<file path="src/rtl/main_module_1.sv">
// Two-register 8-bit datapath executing one 4-bit command per clock edge.
// All operands come from the pre-edge register values; arithmetic wraps modulo 256.
module main_module_1 (
  input  logic       clock,
  input  logic       resetn,
  input  logic [7:0] in,
  input  logic [3:0] command,
  output logic [7:0] R1_out,
  output logic [7:0] R2_out
);

  typedef enum logic [3:0] {
    CMD_NOP  = 4'd0,
    CMD_LDR1 = 4'd1,
    CMD_LDR2 = 4'd2,
    CMD_ADD  = 4'd3,
    CMD_SUB  = 4'd4,
    CMD_AND  = 4'd5,
    CMD_OR   = 4'd6,
    CMD_XOR  = 4'd7,
    CMD_NOT  = 4'd8,
    CMD_SHL  = 4'd9,
    CMD_SHR  = 4'd10,
    CMD_SWAP = 4'd11,
    CMD_MOV  = 4'd12,
    CMD_INC  = 4'd13,
    CMD_DEC  = 4'd14,
    CMD_CLR  = 4'd15
  } cmd_t;

  logic [7:0] r1_reg, r1_next;
  logic [7:0] r2_reg, r2_next;
  cmd_t       cmd;

  assign cmd = cmd_t'(command);

  always_comb begin
    r1_next = r1_reg;
    r2_next = r2_reg;
    unique case (cmd)
      CMD_NOP:  ;
      CMD_LDR1: r1_next = in;
      CMD_LDR2: r2_next = in;
      CMD_ADD:  r1_next = r1_reg + r2_reg;
      CMD_SUB:  r1_next = r1_reg - r2_reg;
      CMD_AND:  r1_next = r1_reg & r2_reg;
      CMD_OR:   r1_next = r1_reg | r2_reg;
      CMD_XOR:  r1_next = r1_reg ^ r2_reg;
      CMD_NOT:  r1_next = ~r1_reg;
      CMD_SHL:  r1_next = {r1_reg[6:0], 1'b0};
      CMD_SHR:  r1_next = {1'b0, r1_reg[7:1]};
      // Both sides read the old values, so the exchange is race-free.
      CMD_SWAP: begin
        r1_next = r2_reg;
        r2_next = r1_reg;
      end
      CMD_MOV:  r2_next = r1_reg;
      CMD_INC:  r1_next = r1_reg + 8'd1;
      CMD_DEC:  r1_next = r1_reg - 8'd1;
      CMD_CLR:  begin
        r1_next = 8'h00;
        r2_next = 8'h00;
      end
      default:  ;
    endcase
  end

  always_ff @(posedge clock) begin
    if (!resetn) begin
      r1_reg <= 8'h00;
      r2_reg <= 8'h00;
    end else begin
      r1_reg <= r1_next;
      r2_reg <= r2_next;
    end
  end

  assign R1_out = r1_reg;
  assign R2_out = r2_reg;

endmodule

</file>
<file path="config.mk">
export PLATFORM = sky130hd
export DESIGN_NAME = main_module_1
export DESIGN_NICKNAME = d
export VERILOG_FILES = /design/src/rtl/main_module_1.sv
export SDC_FILE = /design/constraint.sdc
export NUM_CORES = 1
export LEC_CHECK = 0
export BUFFER_PORTS_ARGS = -buffer_cell sky130_fd_sc_hd__clkbuf_2
export CAP_MARGIN = 20
export CORE_MARGIN = 1.5
export CORE_UTILIZATION = 59
export DETAILED_ROUTE_END_ITERATION = 16
export GPL_TIMING_DRIVEN = 0
export PLACE_DENSITY_LB_ADDON = 0.2
export SYNTH_ARGS = -nofsm -noshare
export SYNTH_HDL_FRONTEND = slang
export SYNTH_SLANG_ARGS = --single-unit
export TNS_END_PERCENT = 50
</file>
<file path="constraint.sdc">
create_clock -name clock -period 3 [get_ports clock]
set_input_delay 0.15 -clock clock [delete_from_list [all_inputs] [get_ports clock]]
set_output_delay 0.15 -clock clock [all_outputs]
set_load 0.02 [all_outputs]
</file>
### After elaboration in Yosys (flattened, before gate mapping)

Index checks and enable logic that the tools add are counted.

* register bits after elaboration: 16
* latch bits: 0
* RAM bits: 0
* memory bits (read-only): 0
* input bits: 14
* output and inout port bits: 16
* word-level logic and storage cells: 30
* memories kept: 0

* add/subtract/negate cells: 4
* $mul: 0
* div/mod/pow operators: 0
* magnitude comparators: 0
* equal/unequal tests: 15
* shift-type cells: 0
* multiplexer cells: 2
* bitwise gates (word level): 4
* reduce and logical (&&, ||, !) cells: 3

Operators by type and width (count)
* 8-bit case mux with 13 select lines: 1
* 4-bit == test (second input constant): 8
* 8-bit case mux with 3 select lines: 1
* 4-bit by 3-bit == test with 1-bit output (second input constant): 4
* 13-bit nonzero test: 1
* 8-bit by 1-bit adder with 8-bit output (second input constant): 1
* 8-bit adder: 1
* 8-bit AND: 1
* 4-bit by 2-bit == test with 1-bit output (second input constant): 2
* 8-bit inverter: 1
* 8-bit OR: 1
* 8-bit by 1-bit subtractor with 8-bit output (second input constant): 1
* 8-bit subtractor: 1
* 8-bit bitwise XOR: 1
* 4-bit by 1-bit == test with 1-bit output (second input constant): 1
* 3-bit nonzero test: 1
* 2-bit OR reduction: 1

### Longest topological paths before layout

Gate-level depths: netlist of run 1.

* depth after elaboration: 3
* gate-level depth with buffers: 15
* depth with buffers taken out: 14

### Worst setup path before layout of run 1

OpenSTA, ideal clock, no wires.

* path type: reg2reg
* start point: register r2_reg[1], in the netlist R2_out[1]
* end point: register r1_reg[7], in the netlist R1_out[7]
* library setup time: 0.069 ns
* arrival: 2.749 ns
* required time: 2.931 ns
* setup slack: 0.182 ns
* stages on the path, launching flop included: 14
* path buffers: 0
* clock period less this slack: 2.818 ns
* cell sequence: dfxtp_1 -> inv_1 -> ha_1 -> or3b_2 -> and2_1 -> a21oi_1 -> o22ai_1 -> ha_1 -> inv_1 -> o21bai_1 -> o211ai_1 -> nand2_1 -> xnor3_1 -> o21ai_1

* cells in the longest elaborated chain, start to end: 2
* elaborated cells between the ends (all ways): 3
* classes of those cells: 2 x add/sub; 1 x mux

RTL lines
* start: declaration: line 32 `logic [7:0] r2_reg, r2_next;`
* start signal: assignment: line 74 `r2_reg <= r2_next;`
* 8-bit subtractor or 8-bit adder (tied branches): line 45, 44
* 8-bit case mux with 13 select lines (*): line 40 `unique case (cmd)`
* end signal: assignment: line 73 `r1_reg <= r1_next;`
* end: declaration: line 31 `logic [7:0] r1_reg, r1_next;`

Every way passes the cells marked *; elsewhere a longest branch is shown, timed or not.
A chain may end at the register's enable or synchronous reset.

### Final worst setup path of run 1

* start point: register r2_reg[0], in the netlist R2_out[0]
* end point: register r1_reg[7], in the netlist R1_out[7]

The elaborated chain is that of the path after synthesis.

==> impl_metrics.tcl, run 1 <==
set metrics [dict create \
    worstSetupPathType "reg2reg" \
    ys_seq_area_share_pct 13.3 \
    final_core_util_pct 68.3 \
    clock_sinks 16 \
    drive_gt1_share_pct 21.2 \
    vias 2871 \
    cts_buffer_depth 2 \
    setup_violations 0 \
    die_w_um 66.9 \
    die_area_mm2 0.00447 \
    first_pass_iters 6 \
    tritoncts "done" \
    wl_um 8330 \
    worst-r2r-cell-count 12 \
    slew_viol_final 0 \
    grt_usage_pct 38.6 \
    synth_area_mm2 0.00241 \
    r2r_slack_ns 0.05 \
    nets 404 \
    final_cell_mix "a21oi_1, o21ai_0, nand2_1" \
    startpoint_type "flop" \
    antenna_cells 0 \
    max_clock_freq_ghz 0.339 \
    fillers 375 \
    cts_hold_buf 0 \
    async_flop_share_pct 0 \
    io_buffers 27 \
    required_ns 3.18 \
    peakVddDrop_mv 0.414 \
    critPathCaptureType "flop" \
    period_needed_ns 2.95 \
    core_mm2 0.00397 \
    path_clk_slew_ns 0.06 \
    p_total_w 0.00113 \
    finalCritPeriodShare_pct 98.3 \
    dp_hpwl_um 6040 \
    top_level_ports 30 \
    start_util_pct 60.6 \
    ys.flop_type "dfxtp_1" \
    clockRootBuffer "clkbuf_8" \
    rows 23 \
    power.density_mw_per_mm2 416 \
    rr_startpoint "R2_out[0]$_SDFFE_PN0P_" \
    synth.net_count 374 \
    worstHoldEndpoint "R2_out[3]$_SDFFE_PN0P_" \
    synth_seq_cells 16 \
    antenna_found_initial 0 \
    gp_congestion 1.00 \
    tightest_slew_ns 0.857 \
    critical_path_arrival_ns 3.13 \
    rsz0062_at_grt "true" \
    grt-ovfl-total 0 \
    area_delta_synth_final_pct 12.6 \
    drv_cap 0 \
    drt_iter0_drc 505 \
    p_leak_nw 1.10 \
    synth_edf_count 0 \
    relSlewSlack_pct 42.5 \
    htree_levels 1 \
    cts_made_buffers 3 \
    grt_pass1_wl_um 12800 \
    ys_warn_count 0 \
    synth_area_per_cell_um2 7.19 \
    ant_nets 0 \
    rr_endpoint "R1_out[7]$_SDFFE_PN0P_" \
    status "finished clean" \
    vias_per_cell 6.95 \
    holdCritStartpoint "in[3]" \
    min_delay_path_depth 3 \
    wl_per_cell_um 20.2 \
    final_common_cell "a21oi_1" \
    grt_max_degree 20 \
    drc 0 \
    cp_max_fo 6 \
    finClkSkew_ns 0.00302 \
    synth_cell_types 64 \
    grt_pass1_vias 2515 \
    hold_viol 0 \
    clock_latency_ns 0.25 \
    dieHeight_um 66.9 \
    hold_path_class "in2reg" \
    syn_inst 335 \
]
-- stage by stage --
step	hold WS, ns	worst slack (ns)	setup TNS [ns]	std cells	instance area [um^2]
floorplan	0.363	0.182	0	335	2410
global placement	0.486	-0.454	-1.43	412	2610
detailed placement	0.482	-0.468	-1.48	412	2610
CTS	0.228	0.0162	0	412	2660
global route	0.238	-0.0962	-0.107	413	2710
finish	0.227	0.0502	0	413	2710
-- critical path: stages, from the launching register on --
cell	delay, ns
dfxtp_4	0.38
inv_2	0.09
ha_4	0.14
or3b_4	0.43
and2_1	0.19
a21oi_2	0.13
o22ai_1	0.10
ha_1	0.36
o2111a_1	0.20
o211ai_1	0.20
nand2_1	0.13
xnor3_1	0.36
o21ai_1	0.16
-- logic make-up (layout without fill, tap and decap cells) --
logic type | after synthesis | count (layout) | synth area share [%]
mux | 3 | 3 | 1.77
simple gates | 97 | 97 | 20.7
xor+xnor | 7 | 7 | 3.12
fa+ha+maj | 26 | 26 | 13.7
flops | 16 | 16 | 13.3
buf+inv | 49 | 77 | 9.98
compound gates | 137 | 137 | 37.4
-- cell usage after synthesis (all sizes together), types with 2 or more instances --
master / instances / area share, %
clkbuf: 13 / 2.9
xnor2: 6 / 2.2
inv: 20 / 3.1
o21a: 4 / 1.2
a2bb2oi: 3 / 1.1
o221ai: 13 / 4.7
mux2i: 2 / 0.83
nor2: 22 / 3.7
nand2b: 6 / 1.6
nand2: 30 / 4.7
dfxtp: 16 / 13
or2: 3 / 0.78
and2: 5 / 1.4
nand3: 4 / 0.83
a21boi: 7 / 2.3
o21bai: 3 / 0.94
nor3: 8 / 1.7
a221oi: 4 / 1.5
o21ai: 34 / 7.1
a211o: 2 / 0.73
a22oi: 5 / 1.8
a22o: 3 / 1.1
ha: 24 / 12
or4: 2 / 0.78
o211ai: 6 / 1.9
nor2b: 4 / 1.0
o22ai: 7 / 1.8
nor3b: 2 / 0.62
nand4: 2 / 0.52
a21oi: 36 / 7.5
o32ai: 2 / 0.73
or3b: 2 / 0.73
buf: 14 / 3.4
nand4b: 2 / 0.73
-- power by group --
group          switching, W  total (W)  internal [W]
combinational      0.000391   0.000679      0.000288
clock             0.0000715   0.000161     0.0000891
sequential        0.0000519   0.000289      0.000237
-- what timing repair did --
item | in CTS | in global routing
endpoints found under the setup margin | 3 | 3
hold endpoints to repair | 0 | 0
gates resized for setup | 11 | 13
pin swaps | 0 | 4
setup buffers | 0 | 1
-- layer usage --
layer,GRT usage [%],vias to the layer above,part of all wire [%]
li1,-,1299,-
met1,52.6,1313,38
met2,63.1,225,45
met3,3.89,34,13
met4,13.3,0,3.4
met5,0,-,0
-- state kept, by name, summed over array words and instances, names as in the netlist --
signal  flops
R2_out      8
R1_out      8
-- area by class of cell --
cell class / count / area, um^2 / share of cell area (%)
Tap cell: 50 / 62.6 / 2.31
Multi-Input combinational cell: 270 / 1900 / 70.0
Inverter: 21 / 85.1 / 3.14
Buffer: 25 / 155 / 5.72
Sequential cell: 16 / 327 / 12.0
Timing Repair Buffer: 28 / 143 / 5.26
Clock buffer: 3 / 41.3 / 1.52
-- worst max path at each step --
stage                                start                endpoint  slack, ns  depth (start not counted)
floorplan           R2_out[1]$_SDFFE_PN0P_  R1_out[7]$_SDFFE_PN0P_       0.18                         13
global placement                command[0]  R1_out[7]$_SDFFE_PN0P_      -0.45                         14
detailed placement              command[0]  R1_out[7]$_SDFFE_PN0P_      -0.47                         14
CTS                 R2_out[0]$_SDFFE_PN0P_  R1_out[7]$_SDFFE_PN0P_       0.02                         13
global route        R2_out[0]$_SDFFE_PN0P_  R1_out[7]$_SDFFE_PN0P_       -0.1                         12
finish              R2_out[0]$_SDFFE_PN0P_  R1_out[7]$_SDFFE_PN0P_       0.05                         12
Note: power is estimated with default switching activity, not from simulation.
==> inputs of run 2 (changes only) <==
PLACE_DENSITY = 0.81   (was unset)
PLACE_DENSITY_LB_ADDON = unset   (was 0.2)
==> run 2 against run 1 <==
Against the previous run: total power rose by 3.2%; setup slack improved by 0.0082 ns; final area rose by 0.55%; largest cell class unchanged; sequential share of layout area fell by 0.16 points; sequential power barely moved; clock skew rose by 0.00078 ns; critical path depth did not move; combinational power barely moved.
==> impl_metrics.tcl, run 2 (same netlist as run 1, synthesis figures left out) <==
set metrics [dict create \
    status "finished clean" \
    cp_max_fo 6 \
    die_w_um 66.9 \
    startpoint_type "flop" \
    critical_path_arrival_ns 3.13 \
    rsz0062_at_grt "true" \
    period_needed_ns 2.94 \
    drive_gt1_share_pct 21.3 \
    vias 2842 \
    dieHeight_um 66.9 \
    grt_pass1_vias 2597 \
    holdCritStartpoint "in[0]" \
    finalCritPeriodShare_pct 98.1 \
    final_cell_mix "a21oi_1, o21ai_0, nand2_1" \
    internal_power_w 0.000643 \
    cts_buffer_depth 2 \
    setup_violations 0 \
    power_switching_w 0.000522 \
    crit_start "R2_out[0]$_SDFFE_PN0P_" \
    cts_made_buffers 3 \
    pre_cts_ws_ns -0.493 \
    hold_viol 0 \
    setup_ws_ns 0.0585 \
    comb_power_share_pct 58.2 \
    path_clk_slew_ns 0.07 \
    start_util_pct 60.6 \
    critPathMaxStageDelay_ns 0.37 \
    cts_hold_buf 0 \
    vias_per_cell 6.83 \
    p_clk_share_pct 16.9 \
    final_common_cell "a21oi_1" \
    drv_cap 0 \
    tritoncts "done" \
    grt_pass1_wl_um 12700 \
    worst-path-stages 12 \
    ant_nets 0 \
    gp_congestion 1.10 \
    rr_startpoint "R2_out[0]$_SDFFE_PN0P_" \
    htree_levels 1 \
    crit_path_top_delay_cell "dfxtp_2" \
    power.density_mw_per_mm2 428 \
    rows 23 \
    seqPwrFrac_pct 24.9 \
    finClkSkew_ns 0.00380 \
    critPathCaptureType "flop" \
    antenna_cells 0 \
    relSlewSlack_pct 42.9 \
    clock_sinks 16 \
    dp_hpwl_um 6050 \
    crit_chain "or3_1 -> buf_2 -> and2_2 -> a21oi_1 -> o22ai_1 -> ha_1 -> a21oi_2 -> o21bai_2 -> o211ai_1 -> nand2_1 -> xnor3_1 -> o21ai_1" \
    p_leak_nw 1.12 \
    required_ns 3.19 \
    slew_viol_final 0 \
    wl_um 8310 \
    swShare_pct 44.8 \
    grt_usage_pct 38.6 \
    worstSetupPathType "reg2reg" \
    worst-r2r-cell-count 12 \
    drc 0 \
    final_cells 416 \
    cp_top_family "compound AO/OA/AOI/OAI gates" \
    area_delta_synth_final_pct 13.3 \
    placed_cells 412 \
    grt-ovfl-total 0 \
    min_delay_path_depth 3 \
    clockRootBuffer "clkbuf_8" \
    max_clock_freq_ghz 0.340 \
    wl_per_cell_um 20.0 \
    die_area_mm2 0.00447 \
    io_buffers 27 \
    hold_path_class "in2reg" \
    peakVddDrop_mv 0.465 \
    top_level_ports 30 \
    tightest_slew_ns 0.851 \
    core_mm2 0.00397 \
    crit_buf_inv 1 \
    antenna_found_initial 0 \
    nets 406 \
    first_pass_iters 6 \
    grt_max_degree 20 \
    fillers 360 \
    clock_latency_ns 0.26 \
    drt_iter0_drc 495 \
]
-- run 2: cell count changes in the layout (fill, tap and decap cells not counted), sizes merged --
cell and change:
buf +3
-- run 2: layout make-up --
class                      count  area [um^2]  share of cell area, %
tap                           50         62.6                   2.29
sequential                    16          324                   11.9
multi-input combinational    270         1890                   69.4
buffer                        25          153                   5.60
timing repair buffer          30          158                   5.78
clock buffer                   4         55.1                   2.02
inverter                      21         82.6                   3.03
-- run 2: final timing paths --
check                                 to  slack [ns]
setup / recovery  R1_out[7]$_SDFFE_PN0P_        0.06
setup reg to reg  R1_out[7]$_SDFFE_PN0P_        0.06
hold / removal    R2_out[0]$_SDFFE_PN0P_        0.21
hold reg to reg   R1_out[0]$_SDFFE_PN0P_        0.59
-- run 2: routing by layer --
| metal | vias up | track usage [%] | routed length (um) |
|---|---|---|---|
| met5 | - | 0 | 0 |
| met4 | 0 | 13.0 | 297 |
| met3 | 39 | 7.09 | 930 |
| met2 | 200 | 64.8 | 3730 |
| met1 | 1308 | 49.5 | 3350 |
| li1 | 1295 | - | - |
-- run 2: stage by stage --
step | area [um^2] | total power [W] | setup TNS, ns | util [%] | hold slack (ns)
2_1_floorplan | 2410 | 0.000753 | 0 | - | 0.363
3_3_place_gp | 2610 | 0.000898 | -1.49 | 65.6 | 0.484
3_5_place_dp | 2610 | 0.000920 | -1.76 | 65.6 | 0.484
4_1_cts | 2680 | 0.00113 | 0 | 67.5 | 0.223
5_1_grt | 2730 | 0.00123 | -0.0712 | 68.7 | 0.232
6_report | 2730 | 0.00117 | 0 | 68.7 | 0.213
-- run 2: repair_timing --
action,in CTS,in global routing
setup endpoints to repair,4,4
pin swaps,0,2
resized for setup,9,10
setup buffers,0,3
-- run 2: worst register-to-register path: stages (launching register included) --
cell	delay, ns
dfxtp_2	0.37
or3_1	0.37
buf_2	0.19
and2_2	0.20
a21oi_1	0.14
o22ai_1	0.10
ha_1	0.37
a21oi_2	0.20
o21bai_2	0.09
o211ai_1	0.19
nand2_1	0.13
xnor3_1	0.37
o21ai_1	0.15
-- run 2: power groups by stage --
stage	registers, W	logic, W	clock network (W)
after floorplan	0.000303	0.000450	0
after global placement	0.000286	0.000612	0
after detailed placement	0.000288	0.000631	0
after CTS	0.000286	0.000646	0.000197
after global routing	0.000293	0.000738	0.000205
final	0.000290	0.000679	0.000197
==> inputs of run 3 (changes only) <==
CORE_ASPECT_RATIO = 1.4   (was unset)
REMOVE_ABC_BUFFERS = 1   (was unset)
==> run 3 against run 2 <==
Against the previous run: highest routed layer unchanged; routed wire length is 14% lower; final area is 6.5% lower; worst hold slack better by 0.0038 ns; critical path type unchanged; largest power group unchanged; clock skew hardly changed; combinational power is 9.3% lower.
==> impl_metrics.tcl, run 3 (same netlist as run 1, synthesis figures left out) <==
set metrics [dict create \
    peakVddDrop_mv 0.419 \
    max_clock_freq_ghz 0.356 \
    crit_path_top_delay_cell "or3b_4" \
    antenna_cells 0 \
    antenna_found_initial 0 \
    swShare_pct 44.4 \
    worstHoldEndpoint "R2_out[2]$_SDFFE_PN0P_" \
    hold_viol 0 \
    startpoint_type "flop" \
    fillers 367 \
    period_needed_ns 2.81 \
    drt_iter0_drc 194 \
    io_buffers 29 \
    p_total_w 0.00107 \
    finalCritPeriodShare_pct 93.5 \
    grt_max_degree 45 \
    nets 380 \
    setup_ws_ns 0.194 \
    die_w_um 57.0 \
    hold_path_class "in2reg" \
    slew_viol_final 0 \
    p_clk_share_pct 14.8 \
    comb_power_share_pct 57.5 \
    top_level_ports 30 \
    relSlewSlack_pct 45.8 \
    r2r_slack_ns 0.19 \
    crit_chain "inv_4 -> ha_4 -> or3b_4 -> and2_1 -> a21oi_1 -> o22ai_1 -> ha_1 -> o2111a_1 -> o211ai_1 -> nand2_1 -> xnor3_1 -> o21ai_1" \
    core_mm2 0.00392 \
    worstSetupPathType "reg2reg" \
    area_delta_synth_final_pct 5.87 \
    power.density_mw_per_mm2 420 \
    path_clk_slew_ns 0.06 \
    grt_pass1_wl_um 11900 \
    post_cts_buffers 0 \
    critPathMaxStageDelay_ns 0.41 \
    required_ns 3.18 \
    cp_top_family "compound AO/OA/AOI/OAI gates" \
    dieHeight_um 78.6 \
    rsz0062_at_grt "false" \
    tritoncts "done" \
    final_common_cell "a21oi_1" \
    final_cell_mix "a21oi_1, o21ai_0, nand2_1" \
    drc 0 \
    drive_gt1_share_pct 17.7 \
    critical_path_arrival_ns 2.99 \
    finClkSkew_ns 0.00372 \
    internal_power_w 0.000596 \
    power_switching_w 0.000476 \
    clockRootBuffer "clkbuf_8" \
    dp_hpwl_um 5000 \
    clock_sinks 16 \
    drv_cap 0 \
    tightest_slew_ns 0.808 \
    gp_congestion 0.891 \
    start_util_pct 61.4 \
    worst-r2r-cell-count 12 \
    first_pass_iters 4 \
    final_cells 382 \
    min_delay_path_depth 3 \
    rows 27 \
    wl_um 7160 \
    die_area_mm2 0.00448 \
    vias_per_cell 6.87 \
    grt_usage_pct 33.0 \
    ant_nets 0 \
    cp_max_fo 6 \
    cts_buffer_depth 2 \
    grt_pass1_vias 2455 \
    rr_endpoint "R1_out[7]$_SDFFE_PN0P_" \
    cts_made_buffers 3 \
    pre_cts_ws_ns -0.700 \
    crit_buf_inv 1 \
    status "finished clean" \
    vias 2623 \
    grt-ovfl-total 0 \
    placed_cells 379 \
    rr_startpoint "R2_out[1]$_SDFFE_PN0P_" \
    p_leak_nw 1.02 \
    setup_violations 0 \
    seqPwrFrac_pct 27.7 \
    holdCritStartpoint "in[2]" \
    clock_latency_ns 0.25 \
    htree_levels 1 \
    critPathCaptureType "flop" \
    wl_per_cell_um 18.7 \
]
[run 3: repair_timing]
action                     CTS  global route
hold buffers                 0             0
setup endpoints to repair    5             4
pin swaps                    0             3
gates resized for setup      9            15
[run 3: routing by layer]
metal	wire, um	global-route usage (%)	part of all wire, %	vias to the layer above
met4	252	14.2	3.5	0
met5	0	0	0	-
li1	-	-	-	1245
met1	2800	42.5	39	1207
met2	3530	55.5	49	147
met3	583	2.31	8.1	24
[run 3: worst max-delay path by stage]
stage                     depth (start not counted)  slack, ns              startpoint                     end
after floorplan                                  13       0.19  R2_out[1]$_SDFFE_PN0P_  R1_out[7]$_SDFFE_PN0P_
after global placement                           14      -0.68              command[1]  R1_out[6]$_SDFFE_PN0P_
after detailed placement                         14      -0.70              command[1]  R1_out[6]$_SDFFE_PN0P_
after CTS                                        14       0.09              command[1]  R1_out[6]$_SDFFE_PN0P_
after global routing                             14      0.004  R2_out[0]$_SDFFE_PN0P_  R1_out[7]$_SDFFE_PN0P_
final                                            12       0.19  R2_out[1]$_SDFFE_PN0P_  R1_out[7]$_SDFFE_PN0P_
[run 3: through the flow]
step                      TNS, ns  cell area, um^2  util (%)  hold slack [ns]
final                           0             2550      65.0            0.217
after global routing            0             2550      65.0            0.246
after CTS                       0             2510      64.0            0.221
after detailed placement    -2.52             2440      62.4            0.483
after global placement      -2.48             2440      62.4            0.476
after floorplan                 0             2250         -            0.240
[run 3: worst min-delay path, stage by stage]
cell	delay (ns)
clkbuf_2	0.09
o221ai_1	0.14
a21oi_1	0.05
[run 3: cell type report]
class                      instances  area, um^2  share of cell area [%]
clock buffer                       3        41.3                    1.62
inverter                          21        85.1                    3.34
multi-input combinational        270        1890                    74.0
sequential                        16         324                    12.7
tap                               43        53.8                    2.11
timing repair buffer              29         158                    6.19
[run 3: power groups by stage]
stage	sequential, W	combinational, W	clock (W)
after global routing	0.000303	0.000684	0.000168
after CTS	0.000293	0.000593	0.000161
final	0.000297	0.000616	0.000158
after detailed placement	0.000297	0.000579	0
after floorplan	0.000310	0.000404	0
after global placement	0.000297	0.000564	0
